==> config.mk <==
export PLATFORM = sky130hd
export DESIGN_NAME = i2s_tx_flat
export DESIGN_NICKNAME = d
export VERILOG_FILES = /design/src/rtl/i2s_pkg.sv /design/src/rtl/i2s_tx_if.sv /design/src/rtl/i2s_clkgen.sv /design/src/rtl/i2s_tx.sv /design/src/flat_wrapper.sv
export SDC_FILE = /design/constraint.sdc
export NUM_CORES = 1
export LEC_CHECK = 0
export ABC_AREA = 1
export CAP_MARGIN = 30
export CORE_ASPECT_RATIO = 1.4
export CORE_MARGIN = 2
export CORE_UTILIZATION = 55
export CTS_BUF_LIST = sky130_fd_sc_hd__clkbuf_4 sky130_fd_sc_hd__clkbuf_8
export DETAILED_ROUTE_END_ITERATION = 7
export DONT_BUFFER_PORTS = 1
export GPL_TIMING_DRIVEN = 0
export PLACE_DENSITY = 0.75
export SYNTH_ARGS = -nofsm -noshare
export SYNTH_HDL_FRONTEND = slang
export SYNTH_HIERARCHICAL = 1
export SYNTH_SLANG_ARGS = --single-unit
==> constraint.sdc <==
create_clock -name mck_i -period 2.89 [get_ports mck_i]
set_clock_uncertainty 0.2 [all_clocks]
set_input_delay 0.289 -clock mck_i [delete_from_list [all_inputs] [get_ports mck_i]]
set_output_delay 0.289 -clock mck_i [all_outputs]
set_load 0.05 [all_outputs]
==> src/rtl/i2s_pkg.sv <==
// Shared I2S definitions: default frame geometry and the transmitter/receiver
// state encoding.
package i2s_pkg;

    localparam int FRAME_DEF   = 24;
    localparam int SLOT_DEF    = 32;
    localparam int MCK_DIV_DEF = 4;

    localparam logic [0:0] ST_IDLE = 1'b0;
    localparam logic [0:0] ST_RUN  = 1'b1;

endpackage

==> src/rtl/i2s_tx_if.sv <==
// Parallel stereo sample handshake feeding the I2S transmitter.
interface i2s_tx_if
    import i2s_pkg::*;
#(
    parameter int FRAME = FRAME_DEF
) ();

    logic [FRAME-1:0] l_data;
    logic [FRAME-1:0] r_data;
    logic             valid;
    logic             ready;

    modport master (output l_data, r_data, valid, input ready);
    modport slave  (input l_data, r_data, valid, output ready);

endinterface

==> src/rtl/i2s_clkgen.sv <==
// BCK/LRCK generator: MCK divider, bit position counter and frame tick.
module i2s_clkgen
    import i2s_pkg::*;
#(
    parameter  int SLOT    = SLOT_DEF,
    parameter  int MCK_DIV = MCK_DIV_DEF,
    localparam int DW      = $clog2(MCK_DIV),
    localparam int BW      = $clog2(2 * SLOT)
) (
    input  logic          mck_i,
    input  logic          rst_i,
    input  logic          en_i,
    output logic          run_o,
    output logic          tick_o,
    output logic          lr_o,
    output logic [BW-1:0] bit_cnt_o,
    output logic          bck_o,
    output logic          lrck_o
);

    localparam logic [DW-1:0] DIV_LAST = DW'(MCK_DIV - 1);
    localparam logic [DW-1:0] DIV_HALF = DW'(MCK_DIV / 2);
    localparam logic [BW-1:0] BIT_LAST = BW'(2 * SLOT - 1);
    localparam logic [BW-1:0] SLOT_B   = BW'(SLOT);

    logic [0:0]    state;
    logic [DW-1:0] div_cnt;
    logic [BW-1:0] bit_cnt;
    logic          run;
    logic          active;

    assign run    = (state == ST_RUN);
    // Dropping en_i silences the outputs on the very next edge, not one later.
    assign active = run & en_i;

    // NOTE: sequential state uses non-blocking assignments so every register
    // samples the pre-edge values of its neighbours.
    always_ff @(posedge mck_i) begin
        if (rst_i) begin
            state   <= ST_IDLE;
            div_cnt <= '0;
            bit_cnt <= '0;
            bck_o   <= 1'b0;
            lrck_o  <= 1'b0;
        end else begin
            bck_o  <= active && (div_cnt >= DIV_HALF);
            lrck_o <= active && (bit_cnt >= SLOT_B);
            if (!active) begin
                state   <= en_i ? ST_RUN : ST_IDLE;
                div_cnt <= '0;
                bit_cnt <= '0;
            end else if (div_cnt == DIV_LAST) begin
                div_cnt <= '0;
                bit_cnt <= (bit_cnt == BIT_LAST) ? '0 : bit_cnt + BW'(1);
            end else begin
                div_cnt <= div_cnt + DW'(1);
            end
        end
    end

    assign run_o     = active;
    assign tick_o    = run && (div_cnt == '0) && (bit_cnt == '0);
    assign lr_o      = (bit_cnt >= SLOT_B);
    assign bit_cnt_o = bit_cnt;

endmodule

==> src/rtl/i2s_tx.sv <==
// I2S master transmitter: one-pair holding buffer, active pair, MSB-first
// serialiser with the one-BCK I2S delay, and a sticky underrun flag.
module i2s_tx
    import i2s_pkg::*;
#(
    parameter int FRAME   = FRAME_DEF,
    parameter int SLOT    = SLOT_DEF,
    parameter int MCK_DIV = MCK_DIV_DEF
) (
    input  logic   mck_i,
    input  logic   rst_i,
    input  logic   en_i,
    input  logic   clr_i,
    i2s_tx_if.slave smp,
    output logic   bck_o,
    output logic   lrck_o,
    output logic   data_o,
    output logic   frame_o,
    output logic   underrun_o
);

    localparam int BW = $clog2(2 * SLOT);
    localparam int IW = (FRAME > 1) ? $clog2(FRAME) : 1;

    logic             run;
    logic             tick;
    logic             lr;
    logic [BW-1:0]    bit_cnt;
    logic [BW-1:0]    pos;
    logic [FRAME-1:0] hold_l, hold_r;
    logic [FRAME-1:0] act_l, act_r;
    logic [FRAME-1:0] word;
    logic             hold_full;
    logic             accept;
    logic             ser_bit;

    i2s_clkgen #(
        .SLOT    (SLOT),
        .MCK_DIV (MCK_DIV)
    ) u_clkgen (
        .mck_i     (mck_i),
        .rst_i     (rst_i),
        .en_i      (en_i),
        .run_o     (run),
        .tick_o    (tick),
        .lr_o      (lr),
        .bit_cnt_o (bit_cnt),
        .bck_o     (bck_o),
        .lrck_o    (lrck_o)
    );

    assign smp.ready = ~hold_full;
    assign accept    = smp.valid & ~hold_full;

    // NOTE: every variable written here gets a default first, so no latch is
    // inferred on the padding and delay-bit positions.
    always_comb begin
        pos     = lr ? bit_cnt - BW'(SLOT) : bit_cnt;
        word    = lr ? act_r : act_l;
        ser_bit = 1'b0;
        if (pos >= BW'(1) && pos <= BW'(FRAME))
            ser_bit = word[IW'(FRAME - int'(pos))];
    end

    // NOTE: the sample registers are plain flops, not a memory, so they are
    // reset along with the control state and a reset discards any buffered pair.
    always_ff @(posedge mck_i) begin
        if (rst_i) begin
            hold_l     <= '0;
            hold_r     <= '0;
            act_l      <= '0;
            act_r      <= '0;
            hold_full  <= 1'b0;
            data_o     <= 1'b0;
            frame_o    <= 1'b0;
            underrun_o <= 1'b0;
        end else begin
            data_o  <= run & ser_bit;
            frame_o <= tick;
            if (tick) begin
                act_l <= hold_full ? hold_l : '0;
                act_r <= hold_full ? hold_r : '0;
            end
            // An accept on the tick itself lands in hold for the next frame.
            if (accept) begin
                hold_l    <= smp.l_data;
                hold_r    <= smp.r_data;
                hold_full <= 1'b1;
            end else if (tick) begin
                hold_full <= 1'b0;
            end
            if (tick && !hold_full)
                underrun_o <= 1'b1;
            else if (clr_i)
                underrun_o <= 1'b0;
        end
    end

endmodule
==> src/flat_wrapper.sv <==
// flat-port wrapper written by rule: the top's interface ports become plain ports
module i2s_tx_flat import i2s_pkg::*;
#(
    parameter int FRAME   = FRAME_DEF,
    parameter int SLOT    = SLOT_DEF,
    parameter int MCK_DIV = MCK_DIV_DEF
)
  (mck_i, rst_i, en_i, clr_i, bck_o, lrck_o, data_o, frame_o, underrun_o, smp_l_data, smp_r_data, smp_valid, smp_ready);
  i2s_tx_if #(.FRAME(FRAME)) smp_i ();
  input  logic mck_i;
  input  logic rst_i;
  input  logic en_i;
  input  logic clr_i;
  output logic bck_o;
  output logic lrck_o;
  output logic data_o;
  output logic frame_o;
  output logic underrun_o;
  input wire logic [$bits(smp_i.l_data)-1:0] smp_l_data;
  input wire logic [$bits(smp_i.r_data)-1:0] smp_r_data;
  input wire logic [$bits(smp_i.valid)-1:0] smp_valid;
  output wire logic [$bits(smp_i.ready)-1:0] smp_ready;
  assign smp_i.l_data = smp_l_data;
  assign smp_i.r_data = smp_r_data;
  assign smp_i.valid = smp_valid;
  assign smp_ready = smp_i.ready;
  i2s_tx #(.FRAME(FRAME), .SLOT(SLOT), .MCK_DIV(MCK_DIV)) u_core (.mck_i(mck_i), .rst_i(rst_i), .en_i(en_i), .clr_i(clr_i), .smp(smp_i), .bck_o(bck_o), .lrck_o(lrck_o), .data_o(data_o), .frame_o(frame_o), .underrun_o(underrun_o));
endmodule
==> Implementation_results.wiki, run 1 <==
{| class="wikitable"
! Metric !! Value
|-
| Maximum number of pins on one net before global-route repair || 18
|-
| RePlAce Congestion || between 0.9 and 1
|-
| Routed wire per std cell || 14.2 µm
|-
| Number of sinks driven by the clock tree || between 100 and 150
|-
| Diode insertion count for antenna repair || 0
|-
| Fin util || between 60% and 70%
|-
| Design Area, Final || approximately 5500 µm²
|-
| Vias || roughly 4.3k
|-
| All-layer global routing usage || between 20% and 30%
|-
| Crit path time final || approximately 2400 ps
|-
| Syn Inst Count || ~650
|-
| Switching power total || a little under 700 µW
|-
| Synthesized flop and latch total || ~110
|-
| Startpoint type of the worst setup path || flop
|-
| Cell type with the largest total area after synthesis || sky130_fd_sc_hd__dfxtp_1
|-
| Top cells by area, synth || sky130_fd_sc_hd__dfxtp_1 (48%), sky130_fd_sc_hd__nand2_1 (22%), sky130_fd_sc_hd__a21oi_1 (11%)
|-
| Cell area after technology mapping || between 4000 and 5000 µm²
|-
| Slew headroom || 59.8%
|-
| Part of the total power dissipated in sequential elements || 57.3%
|-
| Yosys synthesis warning count || 6
|-
| Average size of a mapped cell || 7.10 µm²
|-
| Setup repair after global routing missed its margin || no
|-
| Net switching fraction of the power || approximately a quarter
|-
| Dominant combinational cell family by area after synthesis || simple AND/OR/NAND/NOR gates
|-
| Overflow after GRT || 0
|-
| Setup repair bufs after CTS || 0
|-
| Startpoint-to-endpoint class of the critical path || reg2reg
|-
| Initial standard-cell utilization of the core || between 50% and 60%
|-
| Fraction of final layout cells sized beyond drive strength 1 || 6.52%
|-
| Area of placed instances || 4770 µm²
|-
| Max Transition Viols Final || 0
|-
| Highest clock rate || 415 MHz
|-
| Post-synthesis xor/xnor area fraction || less than 1%
|-
| Crit-path max FO || 10
|-
| Wire length reported by the detailed router || around 12000 µm
|-
| Fillcell total || roughly 700
|-
| Proportion of power drawn by combinational gates || 8.4%
|-
| Later-pin clock latency in the skew report || 380 ps
|-
| Area of the die || approximately 9200 µm²
|-
| Synth unique cells || 26
|-
| Via density per instance || 5.27
|-
| Pint || 2140 µW
|-
| Area growth from synthesis to layout || 18.3%
|-
| Layout net count || 776
|-
| Row count || 39
|-
| CTS max path bufs || 2
|-
| Share of total power in the clock network || approximately a third
|-
| Status || completed
|-
| Post-DRT Antenna Nets || 0
|-
| Setup TNS || 0 ps
|-
| Placeable Area || about 8000 µm²
|-
| Slew @ Worst Pin || around 600 ps
|-
| Library cell used as clock root buffer || sky130_fd_sc_hd__clkbuf_8
|-
| Share of the synthesized area in compound gates (AO/OA/AOI/OAI) || between 10% and 20%
|-
| DRC marker count from the first detailed-route iteration || approximately 280
|-
| H-tree depth reported by CTS || 3
|-
| Final number of hold-violating endpoints || 0
|-
| Synth top area share || around 48%
|-
| First-pass GRT wire length || approximately 19000 µm
|-
| Endpoint arrival time on the critical path || between 2000 and 2500 ps
|-
| X dimension of the die || 81.7 µm
|-
| Clock transition at the register clock pins on the worst setup and hold paths after CTS || 90 ps
|-
| Minimum setup slack after placement || 547 ps
|-
| Number of maximum-capacitance constraint violations || 0
|-
| Final worst slack || approximately 480 ps
|-
| Adder-cell share of the synthesized area || under 10%
|-
| Power Dens Cells || 512 nW/µm²
|-
| Critical Path RT || 2970 ps
|-
| Critical Path End Type || flop
|-
| Die height || 113 µm
|-
| Worst-case vdd ir drop || between 300 and 400 µV
|-
| Count of pins on the block boundary || 59
|-
| Synthesized-area fraction occupied by and/or/nand/nor cells || 30.4%
|-
| Multiplexer share of the synthesized area || 0%
|-
| Vias in the first global route || around 4.3k
|-
| Pleak || roughly 0.0021 µW
|-
| Path type of the worst min-delay path || in2reg
|-
| Setup violations, final || 0
|-
| HPWL after DPL || 8030 µm
|-
| Number of detailed-routing iterations run before antenna repair || 5
|-
| # port buffers || 0
|-
| Number of antenna violations at the first check in global routing || 0
|-
| CTS tree || yes
|-
| Fraction of the cycle the final worst path needs || between 80% and 90%
|-
| Post-route DRC violation count || 0
|-
| Number of buffers created by CTS || 9
|-
| Mapped Nets || between 700 and 800
|-
| Fraction of the yosys area taken by sequential cells || between 40% and 50%
|}
## logic make-up (layout without fill, tap and decap cells)
group	count (synthesis)	after routing
compound gates	105	105
fa+ha+maj	7	7
xor+xnor	2	2
simple gates	350	350
flops	111	111
buf+inv	79	146
## cell usage after synthesis
cell                         n
sky130_fd_sc_hd__clkbuf_1   21
sky130_fd_sc_hd__nor4_1      2
sky130_fd_sc_hd__nand3_2     3
sky130_fd_sc_hd__o31ai_1     1
sky130_fd_sc_hd__a21oi_2     1
sky130_fd_sc_hd__inv_1      37
sky130_fd_sc_hd__buf_6       4
sky130_fd_sc_hd__nand4_1     2
sky130_fd_sc_hd__a21oi_1    99
sky130_fd_sc_hd__xor2_1      1
sky130_fd_sc_hd__nor2_2      1
sky130_fd_sc_hd__inv_8       1
sky130_fd_sc_hd__ha_1        7
sky130_fd_sc_hd__nor2_4      1
sky130_fd_sc_hd__nor2_1     26
sky130_fd_sc_hd__buf_8       1
sky130_fd_sc_hd__nand2_2     4
sky130_fd_sc_hd__xnor2_1     1
sky130_fd_sc_hd__o21ai_0     3
sky130_fd_sc_hd__nand2_1   273
sky130_fd_sc_hd__buf_4       5
sky130_fd_sc_hd__buf_2       8
sky130_fd_sc_hd__o21bai_1    1
sky130_fd_sc_hd__nand3_1    38
sky130_fd_sc_hd__dfxtp_1   111
sky130_fd_sc_hd__inv_2       2
## layout by cell type, fill, tap and decap left out, types with 8 or more instances in the layout
cell	instances
sky130_fd_sc_hd__dfxtp_1	111
sky130_fd_sc_hd__dlygate4sd3_1	51
sky130_fd_sc_hd__a21oi_1	99
sky130_fd_sc_hd__inv_1	37
sky130_fd_sc_hd__clkbuf_1	21
sky130_fd_sc_hd__nor2_1	26
sky130_fd_sc_hd__buf_2	8
sky130_fd_sc_hd__nand2_1	273
sky130_fd_sc_hd__clkbuf_8	11
sky130_fd_sc_hd__nand3_1	38
## metal layers
layer	GRT usage (%)	share of wire (%)
met4	11.6	2.7
met3	4.15	4.4
met2	48.6	53
met1	31.3	39
met5	0	0
## state kept, by name, summed over array words and instances, names as in the netlist
register                   count
u_core/act_l                  24
u_core/act_r                  24
u_core/hold_l                 24
u_core/hold_r                 24
u_core/u_clkgen/bit_cnt_o      6
u_core/u_clkgen/div_cnt        2
u_core/data_o                  1
u_core/frame_o                 1
u_core/hold_full               1
u_core/u_clkgen/bck_o          1
u_core/u_clkgen/lrck_o         1
u_core/u_clkgen/run            1
u_core/underrun_o              1
## power groups by stage
stage / Clock (µW) / Combinational, µW / Sequential, µW
6_report: 966 / 235 / 1610
5_1_grt: 1040 / 260 / 1620
4_1_cts: 984 / 227 / 1610
3_5_place_dp: 0 / 171 / 1650
3_3_place_gp: 0 / 165 / 1650
2_1_floorplan: 0 / 132 / 1640
## layout make-up
| class | count | area [µm²] | share of cell area, % |
|---|---|---|---|
| clock buffer | 12 | 159 | 2.89 |
| tap | 102 | 128 | 2.32 |
| timing repair buffer | 51 | 510 | 9.29 |
| buffer | 39 | 216 | 3.94 |
| multi-input combinational | 464 | 2050 | 37.3 |
| sequential | 111 | 2220 | 40.4 |
| clock inverter | 4 | 52.6 | 0.956 |
| inverter | 40 | 158 | 2.87 |
## metrics by stage
stage | hold slack, ps | total power, µW | cells
after floorplan | 160 | 1770 | 654
after global placement | 162 | 1810 | 756
after detailed placement | 165 | 1820 | 756
after CTS | 15.7 | 2820 | 823
after global routing | 50.1 | 2920 | 823
final | 35.8 | 2810 | 823
## worst max-delay path: stages, from the launching register on
cell and delay [ps]:
sky130_fd_sc_hd__dfxtp_1 540, sky130_fd_sc_hd__inv_1 180, sky130_fd_sc_hd__buf_4 220, sky130_fd_sc_hd__ha_1 430, sky130_fd_sc_hd__inv_1 190, sky130_fd_sc_hd__nand3_1 130
sky130_fd_sc_hd__nand3_1 80, sky130_fd_sc_hd__nand3_1 140, sky130_fd_sc_hd__nand2_1 60, sky130_fd_sc_hd__nor2_1 100, sky130_fd_sc_hd__nor2_1 50
## path summary, 6_finish.rpt
check	start	endpoint	slack (ps)	depth (start not counted)
worst min-delay path	en_i	u_core/u_clkgen/bit_cnt_o[2]	40	4
worst max-delay path	u_core/u_clkgen/bit_cnt_o[0]	u_core/data_o	480	10
worst max register to register	u_core/u_clkgen/bit_cnt_o[0]	u_core/data_o	480	10
worst min register to register	u_core/u_clkgen/div_cnt[0]	u_core/u_clkgen/div_cnt[0]	260	1
## timing repair
item	CTS	global route
hold buffers	51	0
hold endpoints to repair	58	0
endpoints found under the setup margin	0	0
resized for setup	0	0
(Power assumes the default switching activity.)
==> run 2: changes to the inputs <==
Clock period 2.89 ns to 2.3 ns, I/O delays scaled along.
==> Implementation_results.wiki, run 2 (synthesis results as in run 1) <==
{| class="wikitable"
! Metric !! Value
|-
| Slew headroom || 65.3% (+5.5 points)
|-
| Net switching fraction of the power || 24.1% (+0.14 points)
|-
| First-pass GRT wire length || 19400 µm (+0.64%)
|-
| Clock transition at the register clock pins on the worst setup and hold paths after CTS || 100 ps (about the same)
|-
| CTS tree || yes
|-
| Worst hold slack || 209 ps (+173 ps)
|-
| Number of buffers created by CTS || 9 (unchanged)
|-
| Count of pins on the block boundary || 59 (unchanged)
|-
| Setup violations, final || 0 (unchanged)
|-
| Leading cell type in the layout, fill and taps excluded || sky130_fd_sc_hd__nand2_1
|-
| Wire length reported by the detailed router || 11800 µm (+0.77%)
|-
| Number of detailed-routing iterations run before antenna repair || 5 (unchanged)
|-
| Pint || 2690 µW (+26%)
|-
| Commonest non-fill, non-tap cells in the layout || sky130_fd_sc_hd__nand2_1 (273), sky130_fd_sc_hd__dfxtp_1 (110), sky130_fd_sc_hd__a21oi_1 (99)
|-
| Max Transition Viols Final || 0 (unchanged)
|-
| DRC marker count from the first detailed-route iteration || 290 (+2.5%)
|-
| Area growth from synthesis to layout || 19.1%
|-
| Number of maximum-capacitance constraint violations || 0 (unchanged)
|-
| Vias || 4353 (+0.35%)
|-
| Path type of the worst min-delay path || in2reg
|-
| Fraction of the cycle the final worst path needs || 96.0% (+13 points)
|-
| Setup TNS || 0 ps (unchanged)
|-
| Maximum number of pins on one net before global-route repair || 18 (unchanged)
|-
| Hold Crit Endpoint || u_core/act_l[12]
|-
| Vias in the first global route || 4329 (+0.70%)
|-
| Later-pin clock latency in the skew report || 380 ps (about the same)
|-
| Startpoint type of the worst setup path || flop
|-
| Post-route DRC violation count || 0 (unchanged)
|-
| # port buffers || 0 (unchanged)
|-
| Endpoint arrival time on the critical path || 2320 ps (-160 ps)
|-
| Critical Path End Type || flop
|-
| Critical Path RT || 2420 ps (-550 ps)
|-
| Switching power total || 856 µW (+27%)
|-
| Final number of hold-violating endpoints || 0 (unchanged)
|-
| Share of total power in the clock network || 34.4% (about the same)
|-
| Via density per instance || 5.28 (+0.22%)
|-
| Die height || 113 µm (unchanged)
|-
| Fraction of final layout cells sized beyond drive strength 1 || 7.06% (+0.54 points)
|-
| Hold path cells || 3 (-1)
|-
| Crit path max-delay cell type || sky130_fd_sc_hd__inv_1
|-
| Post-DRT Antenna Nets || 0 (unchanged)
|-
| Status || completed
|-
| Pleak || 0.00207 µW (+0.42%)
|-
| Worst-case vdd ir drop || 451 µV (+25%)
|-
| Routed wire per std cell || 14.3 µm (+0.65%)
|-
| HPWL after DPL || 8030 µm (unchanged)
|-
| Family with the most delay on the worst path || buffers and inverters
|-
| Depth of the worst register-to-register path || 7 (-3)
|-
| Beginning of the worst register-to-register path || u_core/hold_full
|-
| Crit-path cells || inv_1, nand2_1, inv_1, buf_4, buf_4, nand2_1, a21oi_1
|-
| Power Dens Cells || 640 nW/µm² (+25%)
|-
| Number of antenna violations at the first check in global routing || 0 (unchanged)
|-
| Startpoint of the most critical hold path || rst_i
|-
| Crit path time final || 2210 ps (-199 ps)
|-
| Highest clock rate || 453 MHz (+9.0%)
|-
| CTS max path bufs || 2 (unchanged)
|-
| All-layer global routing usage || 27.3% (+0.15 points)
|-
| H-tree depth reported by CTS || 3 (unchanged)
|-
| Row count || 39 (unchanged)
|-
| Slew @ Worst Pin || 520 ps (-78.1 ps)
|-
| Initial standard-cell utilization of the core || 56.7% (unchanged)
|-
| Library cell used as clock root buffer || sky130_fd_sc_hd__clkbuf_8
|-
| Part of the total power dissipated in sequential elements || 57.1% (-0.2 points)
|-
| X dimension of the die || 81.7 µm (unchanged)
|-
| Proportion of power drawn by combinational gates || 8.4% (about the same)
|-
| Layout net count || 777 (+0.13%)
|-
| Diode insertion count for antenna repair || 0 (unchanged)
|-
| RePlAce Congestion || 0.960 (unchanged)
|-
| Capturing point of the worst reg2reg path || u_core/hold_l[3]
|-
| Startpoint-to-endpoint class of the critical path || reg2reg
|-
| Area of the die || 9210 µm² (unchanged)
|-
| Crit-path max FO || 10 (unchanged)
|-
| Overflow after GRT || 0 (unchanged)
|-
| Setup repair after global routing missed its margin || no
|-
| Critical path buffers and inverters || 4 (+1)
|-
| Placeable Area || 8200 µm² (unchanged)
|-
| Setup slack of the worst register-to-register path || 90 ps (-390 ps)
|-
| Number of sinks driven by the clock tree || 111 (unchanged)
|-
| Largest incremental delay on the critical path || 370 ps (-170 ps)
|}
[run 2: cell count changes in the layout (fill, tap and decap cells not counted)]
| cell | delta |
|---|---|
| sky130_fd_sc_hd__ha_2 | +1 |
| sky130_fd_sc_hd__clkbuf_1 | -1 |
| sky130_fd_sc_hd__ha_1 | -1 |
| sky130_fd_sc_hd__dfxtp_1 | -1 |
| sky130_fd_sc_hd__dfxtp_4 | +1 |
| sky130_fd_sc_hd__clkbuf_4 | +3 |
| sky130_fd_sc_hd__nor4_1 | -1 |
| sky130_fd_sc_hd__buf_2 | -3 |
| sky130_fd_sc_hd__dlygate4sd3_1 | +1 |
| sky130_fd_sc_hd__clkbuf_2 | +1 |
| sky130_fd_sc_hd__nor4_4 | +1 |
[run 2: worst max-delay path by stage]
stage                     slack [ps]                    startpoint  cells past startpoint          endpoint
after CTS                        100  u_core/u_clkgen/bit_cnt_o[0]                     10     u_core/data_o
final                             90              u_core/hold_full                      7  u_core/hold_l[3]
after detailed placement         -40  u_core/u_clkgen/bit_cnt_o[0]                     10   u_core/act_l[3]
after floorplan                  370  u_core/u_clkgen/bit_cnt_o[0]                     10     u_core/data_o
after global placement            20  u_core/u_clkgen/bit_cnt_o[0]                     10   u_core/act_l[1]
after global routing              30    u_core/u_clkgen/div_cnt[0]                      9  u_core/act_l[19]
[run 2: repair_timing]
item                       in CTS  in global routing
setup endpoints to repair      23                 28
hold buffers                   52                  0
gates resized for setup         2                  8
hold endpoints to repair       60                  0
buffers inserted                0                  0
[run 2: cell type report]
type                    count  area, µm²
clock inverters             4       52.6
plain buffers              39        225
fillers                   691       2660
repair buffers             52        520
flip-flops and latches    111       2230
well taps                 102        128
multi-input cells         464       2070
inverters                  40        158
clock buffers              12        159
[run 2: layer usage]
metal / GRT usage, % / part of all wire [%]
met2: 49.0 / 53
met1: 31.4 / 40
met5: 0 / 0
met4: 11.6 / 2.8
met3: 4.23 / 4.1
[run 2: power groups by stage]
stage	Sequential [µW]	Combinational (µW)	Clock [µW]
2_1_floorplan	2060	166	0
3_3_place_gp	2070	207	0
3_5_place_dp	2070	215	0
4_1_cts	2020	287	1240
5_1_grt	2030	331	1310
6_report	2020	299	1220
[run 2: worst register-to-register path: stages (launching register included)]
cell                      delay [ps]
sky130_fd_sc_hd__dfxtp_1         360
sky130_fd_sc_hd__inv_1           370
sky130_fd_sc_hd__nand2_1         320
sky130_fd_sc_hd__inv_1           230
sky130_fd_sc_hd__buf_4           210
sky130_fd_sc_hd__buf_4           190
sky130_fd_sc_hd__nand2_1         130
sky130_fd_sc_hd__a21oi_1         150
[run 2: through the flow]
stage	cells	utilization, %	instance area (µm²)	setup slack, ps	power, µW
after floorplan	654	-	4650	369	2220
after global placement	756	58.2	4770	20.7	2270
after detailed placement	756	58.2	4770	-43.3	2280
after CTS	824	67.2	5510	98.4	3550
after global routing	824	67.5	5540	31.8	3670
final	824	67.5	5540	92.0	3540
